**config.mk**
```make
export PLATFORM = sky130hd
export DESIGN_NAME = uart_tx_fifo
export DESIGN_NICKNAME = d
export VERILOG_FILES = /design/src/rtl/uart_tx_fifo.sv
export SDC_FILE = /design/constraint.sdc
export NUM_CORES = 1
export LEC_CHECK = 0
export ABC_CLOCK_PERIOD_IN_PS = 2800
export CORE_UTILIZATION = 56
export DETAILED_ROUTE_END_ITERATION = 10
export HOLD_SLACK_MARGIN = 0.06
export PLACE_DENSITY = 0.73
export SLEW_MARGIN = 10
export SYNTH_ARGS = -nofsm -noshare
export SYNTH_HDL_FRONTEND = slang
export SYNTH_SLANG_ARGS = --single-unit
```
**constraint.sdc**
```tcl
create_clock -name clk -period 2.8 [get_ports clk]
set_clock_uncertainty 0.05 [all_clocks]
set_input_delay 0.28 -clock clk [delete_from_list [all_inputs] [get_ports clk]]
set_output_delay 0.28 -clock clk [all_outputs]
set_load 0.01 [all_outputs]
```
**src/rtl/uart_tx_fifo.sv**
```systemverilog
`timescale 1ns/1ps
// 8-N-1 UART transmitter fed by a small byte FIFO.
// Frames are LSB-first; back-to-back frames have no idle gap.
module uart_tx_fifo #(
  parameter int CLKS_PER_BIT = 8,
  parameter int FIFO_DEPTH = 4,
  localparam int CNT_W = $clog2(FIFO_DEPTH) + 1
) (
  input  logic             clk,
  input  logic             rst,
  input  logic [7:0]       tx_data,
  input  logic             tx_valid,
  output logic             tx_ready,
  output logic             tx,
  output logic             busy,
  output logic [CNT_W-1:0] fifo_count
);

  localparam int PTR_W = $clog2(FIFO_DEPTH);
  localparam int BAUD_W = $clog2(CLKS_PER_BIT);

  typedef enum logic [1:0] {
    IDLE,
    START,
    DATA,
    STOP
  } state_t;

  state_t            state;
  logic [7:0]        mem [FIFO_DEPTH];
  logic [PTR_W-1:0]  wr_ptr;
  logic [PTR_W-1:0]  rd_ptr;
  logic [BAUD_W-1:0] baud;
  logic [2:0]        bit_idx;
  logic [7:0]        shift;
  logic              push;
  logic              pop;
  logic              baud_end;
  logic              not_empty;

  assign tx_ready = (fifo_count != CNT_W'(FIFO_DEPTH));
  assign push = tx_valid && tx_ready;
  assign baud_end = (baud == BAUD_W'(CLKS_PER_BIT - 1));
  assign not_empty = (fifo_count != '0);

  // A pop is the frame-load event: leaving IDLE or ending STOP.
  always_comb begin
    pop = 1'b0;
    if (not_empty) begin
      if (state == IDLE) pop = 1'b1;
      if (state == STOP && baud_end) pop = 1'b1;
    end
  end

  always_ff @(posedge clk) begin
    if (push) mem[wr_ptr] <= tx_data;
  end

  always_ff @(posedge clk or posedge rst) begin
    if (rst) begin
      wr_ptr <= '0;
      rd_ptr <= '0;
      fifo_count <= '0;
    end else begin
      if (push) wr_ptr <= wr_ptr + 1'b1;
      if (pop) rd_ptr <= rd_ptr + 1'b1;
      unique case ({push, pop})
        2'b10: fifo_count <= fifo_count + 1'b1;
        2'b01: fifo_count <= fifo_count - 1'b1;
        default: fifo_count <= fifo_count;
      endcase
    end
  end

  always_ff @(posedge clk or posedge rst) begin
    if (rst) begin
      state <= IDLE;
      tx <= 1'b1;
      busy <= 1'b0;
      baud <= '0;
      bit_idx <= '0;
      shift <= '0;
    end else begin
      unique case (state)
        IDLE: begin
          tx <= 1'b1;
          baud <= '0;
          if (pop) begin
            shift <= mem[rd_ptr];
            tx <= 1'b0;
            busy <= 1'b1;
            state <= START;
          end
        end
        START: begin
          if (baud_end) begin
            baud <= '0;
            bit_idx <= '0;
            tx <= shift[0];
            state <= DATA;
          end else begin
            baud <= baud + 1'b1;
          end
        end
        DATA: begin
          if (baud_end) begin
            baud <= '0;
            if (bit_idx == 3'd7) begin
              tx <= 1'b1;
              state <= STOP;
            end else begin
              bit_idx <= bit_idx + 1'b1;
              shift <= shift >> 1;
              tx <= shift[1];
            end
          end else begin
            baud <= baud + 1'b1;
          end
        end
        STOP: begin
          if (baud_end) begin
            baud <= '0;
            if (pop) begin
              shift <= mem[rd_ptr];
              tx <= 1'b0;
              state <= START;
            end else begin
              busy <= 1'b0;
              state <= IDLE;
            end
          end else begin
            baud <= baud + 1'b1;
          end
        end
        default: state <= IDLE;
      endcase
    end
  end

endmodule

```
==> results of run 1 <==
-- worst max path at each step --
stage / endpoint / slack [ns] / cells after the start
floorplan: fifo_count[2] / 0.63 / 10
global placement: fifo_count[2] / 0.51 / 10
detailed placement: fifo_count[2] / 0.40 / 10
CTS: fifo_count[2] / 0.38 / 10
global route: fifo_count[2] / 0.22 / 10
finish: fifo_count[2] / 0.38 / 10
-- cells in the final DEF, fill, tap and decap left out, types with 3 or more instances in the layout --
cell type	instances
edfxtp_1	32
dfrtp_1	24
mux2_2	16
clkdlybuf4s50_1	16
ha_1	15
inv_1	13
clkbuf_8	9
mux4_2	8
nand2_1	6
a22o_1	5
a21oi_1	4
o21ai_0	4
and3_1	4
nor2_1	3
nor2b_1	3
xnor2_1	3
xor2_1	3
inv_6	3
-- power groups by stage --
stage               Sequential [W]  Clock, W  Combinational (W)
finish                     0.00137  0.000678            0.00122
global route               0.00141  0.000734            0.00136
CTS                        0.00138  0.000701            0.00123
detailed placement         0.00139         0            0.00123
global placement           0.00137         0            0.00116
floorplan                  0.00131         0           0.000984
-- state kept, by name, summed over array words and instances, names as in the netlist --
register / flops
baud: 3
bit_idx: 3
busy: 1
fifo_count: 3
mem: 32
rd_ptr: 2
shift: 8
state: 2
tx: 1
wr_ptr: 2
-- logic make-up after synthesis --
family / count (synthesis) / synth area share, %
AO/OA/AOI/OAI: 23 / 6.728
XOR/XNOR: 6 / 2.019
adder cells (fa/ha/maj): 16 / 7.977
buffers and inverters: 17 / 3.364
flip-flops: 57 / 60.98
multiplexers: 25 / 14.27
AND/OR/NAND/NOR: 22 / 4.661
-- area by class of cell --
| cell class | instances | share of cell area (%) |
|---|---|---|
| flip-flops and latches | 57 | 53.36 |
| multi-input cells | 92 | 31.20 |
| repair buffers | 17 | 5.635 |
| clock buffers | 9 | 4.163 |
| well taps | 52 | 2.187 |
| clock inverters | 7 | 1.808 |
| inverters | 13 | 1.640 |
-- Yosys cell counts, types with 4 or more instances --
| cell type | instances | area share (%) |
|---|---|---|
| edfxtp_1 | 32 | 37 |
| dfrtp_1 | 24 | 23 |
| mux2_2 | 16 | 6.9 |
| ha_1 | 15 | 7.2 |
| inv_1 | 13 | 1.9 |
| mux4_2 | 8 | 6.9 |
| nand2_1 | 6 | 0.86 |
| a22o_1 | 5 | 1.7 |
| a21oi_1 | 4 | 0.77 |
| and3_1 | 4 | 0.96 |
| o21ai_0 | 4 | 0.77 |
-- worst max-delay path: cells and delay by family (launching register included) --
kind                     cells  cell delay (ns)
adder cells (fa/ha/maj)      3             0.87
AO/OA/AOI/OAI                1             0.09
XOR/XNOR                     2             0.30
AND/OR/NAND/NOR              2             0.40
flip-flops                   1             0.42
buffers and inverters        2             0.23
-- per-layer routing --
layer,vias to the layer above,global-route usage [%]
li1,668,-
met1,688,24.14
met2,25,34.94
met3,8,8.081
met4,0,8.889
met5,-,0
-- stage by stage --
stage | total power (W) | instance area [sq um]
after detailed placement | 0.002621 | 2798
after global placement | 0.002532 | 2798
final | 0.003266 | 2975
after global routing | 0.003500 | 2975
after floorplan | 0.002291 | 2604
after CTS | 0.003313 | 2975
==> impl_metrics.toml, run 1 <==
[critical_path]
r2r-start = "state[0]"
end_kind = "flop"
slowest_delay_ns = 0.42
setup.worst_path.start = "state[0]"
r2r_cells = 10
path_cells = "inv_1 -> ha_1 -> a21oi_1 -> nor2_2 -> ha_1 -> inv_1 -> fa_1 -> xor2_1 -> nor2_1 -> xor2_1"
arrival_ns = 2.63
cp_slowest_cell = "dfrtp_1"
path_class = "reg2reg"
critical_path.max_fanout = 5
r2r_slack_ns = 0.38
required_ns = 3.01
worstSetupStartpointType = "flop"
reg2reg_to = "fifo_count[2]"

[logic_synthesis]
synth_cell_types = 36
synth_seq_area_share_pct = 60.98
syn_nets = 193
syn_inst = 166
syn-cell-area_sq_um = 2604
avgSynthCellArea_sq_um = 15.69
synthArstFlopShare_pct = 43.86
synth_edf_count = 32
yosysWarnings = 0
synth_seq_cells = 57
ys.flop_type = "edfxtp_1"

[cells_and_area]
fin_util_pct = 67.40
num-fill-cells = 310
drive_gt1_share_pct = 23.08
antennaDiodeCount = 0
multi_input_area_sq_um = 928.4
finalNonFillerCells = 247
area.sequential_sq_um = 1588
layout.nets = 217
syn_to_final_growth_pct = 14.27

[pwr]
p_leak_nw = 1.177
power_frac_seq_pct = 42.0
power.share.clock_pct = 20.7
swShare_pct = 34.43
p_int_w = 0.002142
switchingPower_w = 0.001124
peakVddDrop_uv = 646.3
comb_power_share_pct = 37.3
power_per_cell_area_nw_per_um2 = 1098

[die]
core_sq_um = 4414
rows = 24
die_w_um = 70.19
initial_core_util_pct = 58.99
dieArea_sq_um = 4926
ios = 17
die_h_um = 70.19

[cts]
post_cts_resized = 0
cts_buffers = 9
tritoncts = "yes"
cts_setup_buffers = 0
cts_hold_buf = 0
h-tree-depth = 3
cts_max_path_buffers = 2
path_clk_slew_ns = 0.07
clk_latency_ns = 0.33
cts_root_buffer = "clkbuf_8"
cts_sinks = 57

[timing]
fmax_mhz = 413.0
slew_headroom_pct = 36.45
drv_slew = 0
tightest_slew_ns = 0.9523
finalSetupTns_ns = 0
min_period_ns = 2.421
setup_viol = 0
fin_ws_ns = 0.3788
rsz0062_at_grt = "false"
fin_crit_sh_pct = 86.47
hold_ws_ns = 0.3983
hold_viol = 0

[min_path]
min_path_type = "in2async"

[global_routing]
grt_overflow_total = 0
grt_pass1_wl_um = 7396
grt_pass1_vias = 1558
grt_usage_pct = 20.96
grt_antenna_before_repair = 0
grt_max_degree = 26

[routing]
highest_layer = "met4"
drt_iter0_drc = 67
viasPerCell = 5.623
drc = 0
vias = 1389
ant_nets = 0
drt_pass1_iterations = 6
wl_um = 4315
wl_met2_um = 2207
wire_per_inst_um = 17.47
wl_met1_um = 1846
wl_met3_um = 168

[place]
place_congestion = 0.7560
portBuffers = 16
place_inst = 231
dp_hpwl_um = 3061
post-place-ws_ns = 0.4025

[run_status]
outcome = "completed"

[job]
maxCapViolations = 0
(Power assumes the default switching activity.)
==> inputs of run 2 (changes only) <==
TNS_END_PERCENT = 100   (was not set)
==> results of run 2 <==
Final layout, timing and power as in run 1 (identical DEF).
==> inputs of run 3 (changes only) <==
ABC_AREA = 1   (was not set)
CORE_MARGIN = 10   (was not set)
PLACE_DENSITY = 0.75   (was 0.73)
==> run 3 against run 2 <==
  * Non-clock buffer count up 2
  * Global-route usage down 7.6 points
  * Total power down 34%
  * Area after synthesis up 5.5%
  * Sequential share of layout area down 2.8 points
  * Synthesized cell count up 65%
  * Core utilization down 1.4 points
  * Hold slack worse by 0.015 ns
  * Count of clock-buffer cells in the layout unchanged
  * Final area up 5.6%
  * First-iteration DRC count up 30%
  * Largest power group unchanged
==> impl_metrics.toml, run 3 <==
[run_status]
outcome = "completed"

[cells_and_area]
top_register = "mem"
final_common_cell = "nand2_1"
drive_gt1_share_pct = 11.26
antennaDiodeCount = 0
syn_to_final_growth_pct = 14.30
largest_reg_flops = 32
reg.largest.list = "mem: 32 flops, shift: 8 flops"
layout.nets = 325
layout_common_cells = "nand2_1 (91), edfxtp_1 (32), inv_1 (28)"

[timing]
hold_ws_ns = 0.3834
fin_crit_sh_pct = 83.04
drv_slew = 0
min_period_ns = 2.325
setup_viol = 0
tightest_slew_ns = 0.9480
rsz0062_at_grt = "false"
hold_viol = 0
finalSetupTns_ns = 0
fmax_mhz = 430.1
slew_headroom_pct = 36.73

[pwr]
power_frac_seq_pct = 50.4
comb_power_share_pct = 17.5
p_leak_nw = 1.397
switchingPower_w = 0.0005738
power_per_cell_area_nw_per_um2 = 684.5
peakVddDrop_uv = 437.1
power.total_w = 0.002150
swShare_pct = 26.69
power.share.clock_pct = 32.1
p_int_w = 0.001576

[die]
dieArea_sq_um = 8108
die_w_um = 90.05
rows = 25
initial_core_util_pct = 57.79
ios = 17
core_sq_um = 4755
die_h_um = 90.05

[logic_synthesis]
ys.flop_type = "edfxtp_1"
synth_top_cell_by_area = "edfxtp_1"
synth_seq_area_share_pct = 57.79
yosysWarnings = 0
avgSynthCellArea_sq_um = 10.03
synth_top_area_share_pct = 34.97
synthArstFlopShare_pct = 43.86
syn_nets = 301
yosys.cell_count.top_type = "nand2_1"
synth_edf_count = 32
synth_area_leaders = "edfxtp_1 (35%), dfrtp_1 (22%), nand2_1 (12%)"
syn-cell-area_sq_um = 2748
synth_common_cells = "nand2_1 (91), edfxtp_1 (32), inv_1 (28)"
synth_seq_cells = 57
synth_cell_types = 32
syn_inst = 274

[routing]
viasPerCell = 4.940
drc = 0
wl_um = 4993
vias = 1823
ant_nets = 0
drt_iter0_drc = 87
drt_pass1_iterations = 4
wire_per_inst_um = 13.53

[global_routing]
grt_antenna_before_repair = 0
grt_usage_pct = 13.31
grt_max_degree = 26
grt_pass1_vias = 1864
grt_overflow_total = 0
grt_pass1_wl_um = 8728

[critical_path]
r2r-start = "state[1]"
critical_path.max_fanout = 7
required_ns = 2.95
path_class = "reg2reg"
r2r_cells = 12
arrival_ns = 2.48
end_kind = "flop"
setup.worst_path.start = "state[1]"
worstSetupStartpointType = "flop"

[cts]
cts_max_path_buffers = 2
post_cts_resized = 0
clk_latency_ns = 0.32
h-tree-depth = 3
tritoncts = "yes"
cts_buffers = 9
path_clk_slew_ns = 0.06
cts_root_buffer = "clkbuf_8"
cts_hold_buf = 0
cts_setup_buffers = 0
cts_sinks = 57

[min_path]
min_path_type = "reg2reg"
hp-start = "baud[0]"
hold-path-cell-count = 1

[job]
maxCapViolations = 0

[place]
dp_hpwl_um = 3458
place_congestion = 0.8219
portBuffers = 16
==> run 3: cells by family after synthesis <==
| group | after synthesis | share of synthesized area, % |
|---|---|---|
| AOI/OAI and AO/OA | 18 | 4.053 |
| and+or+nand+nor | 142 | 23.27 |
| buffers and inverters | 37 | 6.056 |
| DFF | 57 | 57.79 |
| adders and majority gates | 16 | 7.559 |
| xor gates and xnor gates | 4 | 1.275 |
==> run 3: worst max-delay path, stage by stage, from the launching register on <==
cell	delay [ns]
dfrtp_1	0.40
inv_1	0.17
ha_1	0.24
inv_1	0.08
nand2_2	0.09
nand2_4	0.09
inv_1	0.09
ha_1	0.14
inv_1	0.07
fa_1	0.39
a21oi_1	0.15
o21ai_0	0.11
xor2_1	0.15
==> run 3: power groups by stage <==
stage	Combinational, W	Clock (W)	Sequential [W]
after floorplan	0.000207	0	0.00110
after global placement	0.000362	0	0.00110
after detailed placement	0.000377	0	0.00110
after CTS	0.000384	0.000699	0.00108
after global routing	0.000422	0.000762	0.00109
final	0.000377	0.000690	0.00108
==> run 3: cell type report <==
class                   count  area (sq um)
inverters                  31         118.9
flip-flops and latches     57          1588
multi-input cells         180         993.5
repair buffers             19         182.7
well taps                  67         83.83
clock buffers               9         123.9
clock inverters             6         50.05
fillers                   397          1614
==> run 3: metrics by stage <==
step	cell area (sq um)	worst slack, ns	util, %	std cells
after floorplan	2748	0.7009	-	274
after global placement	2967	0.6037	62.39	354
after detailed placement	2967	0.5249	62.39	354
after CTS	3141	0.4832	66.05	369
after global routing	3141	0.2967	66.05	369
final	3141	0.4749	66.05	369
==> run 3: worst paths after layout <==
kind | endpoint | slack, ns
setup / recovery | fifo_count[2] | 0.47
hold / removal | baud[0] | 0.38
setup reg to reg | fifo_count[2] | 0.47
hold reg to reg | baud[0] | 0.38
max in group asynchronous | rd_ptr[0] | 1.70
min in group asynchronous | wr_ptr[0] | 0.41
==> run 3: per-layer routing <==
metal | share of wire (%) | GRT usage [%] | up-vias
met4 | 1.9 | 6.897 | 0
met1 | 46 | 16.12 | 854
met5 | 0 | 0 | -
li1 | - | - | 927
met2 | 49 | 21.31 | 34
met3 | 3.2 | 3.491 | 8
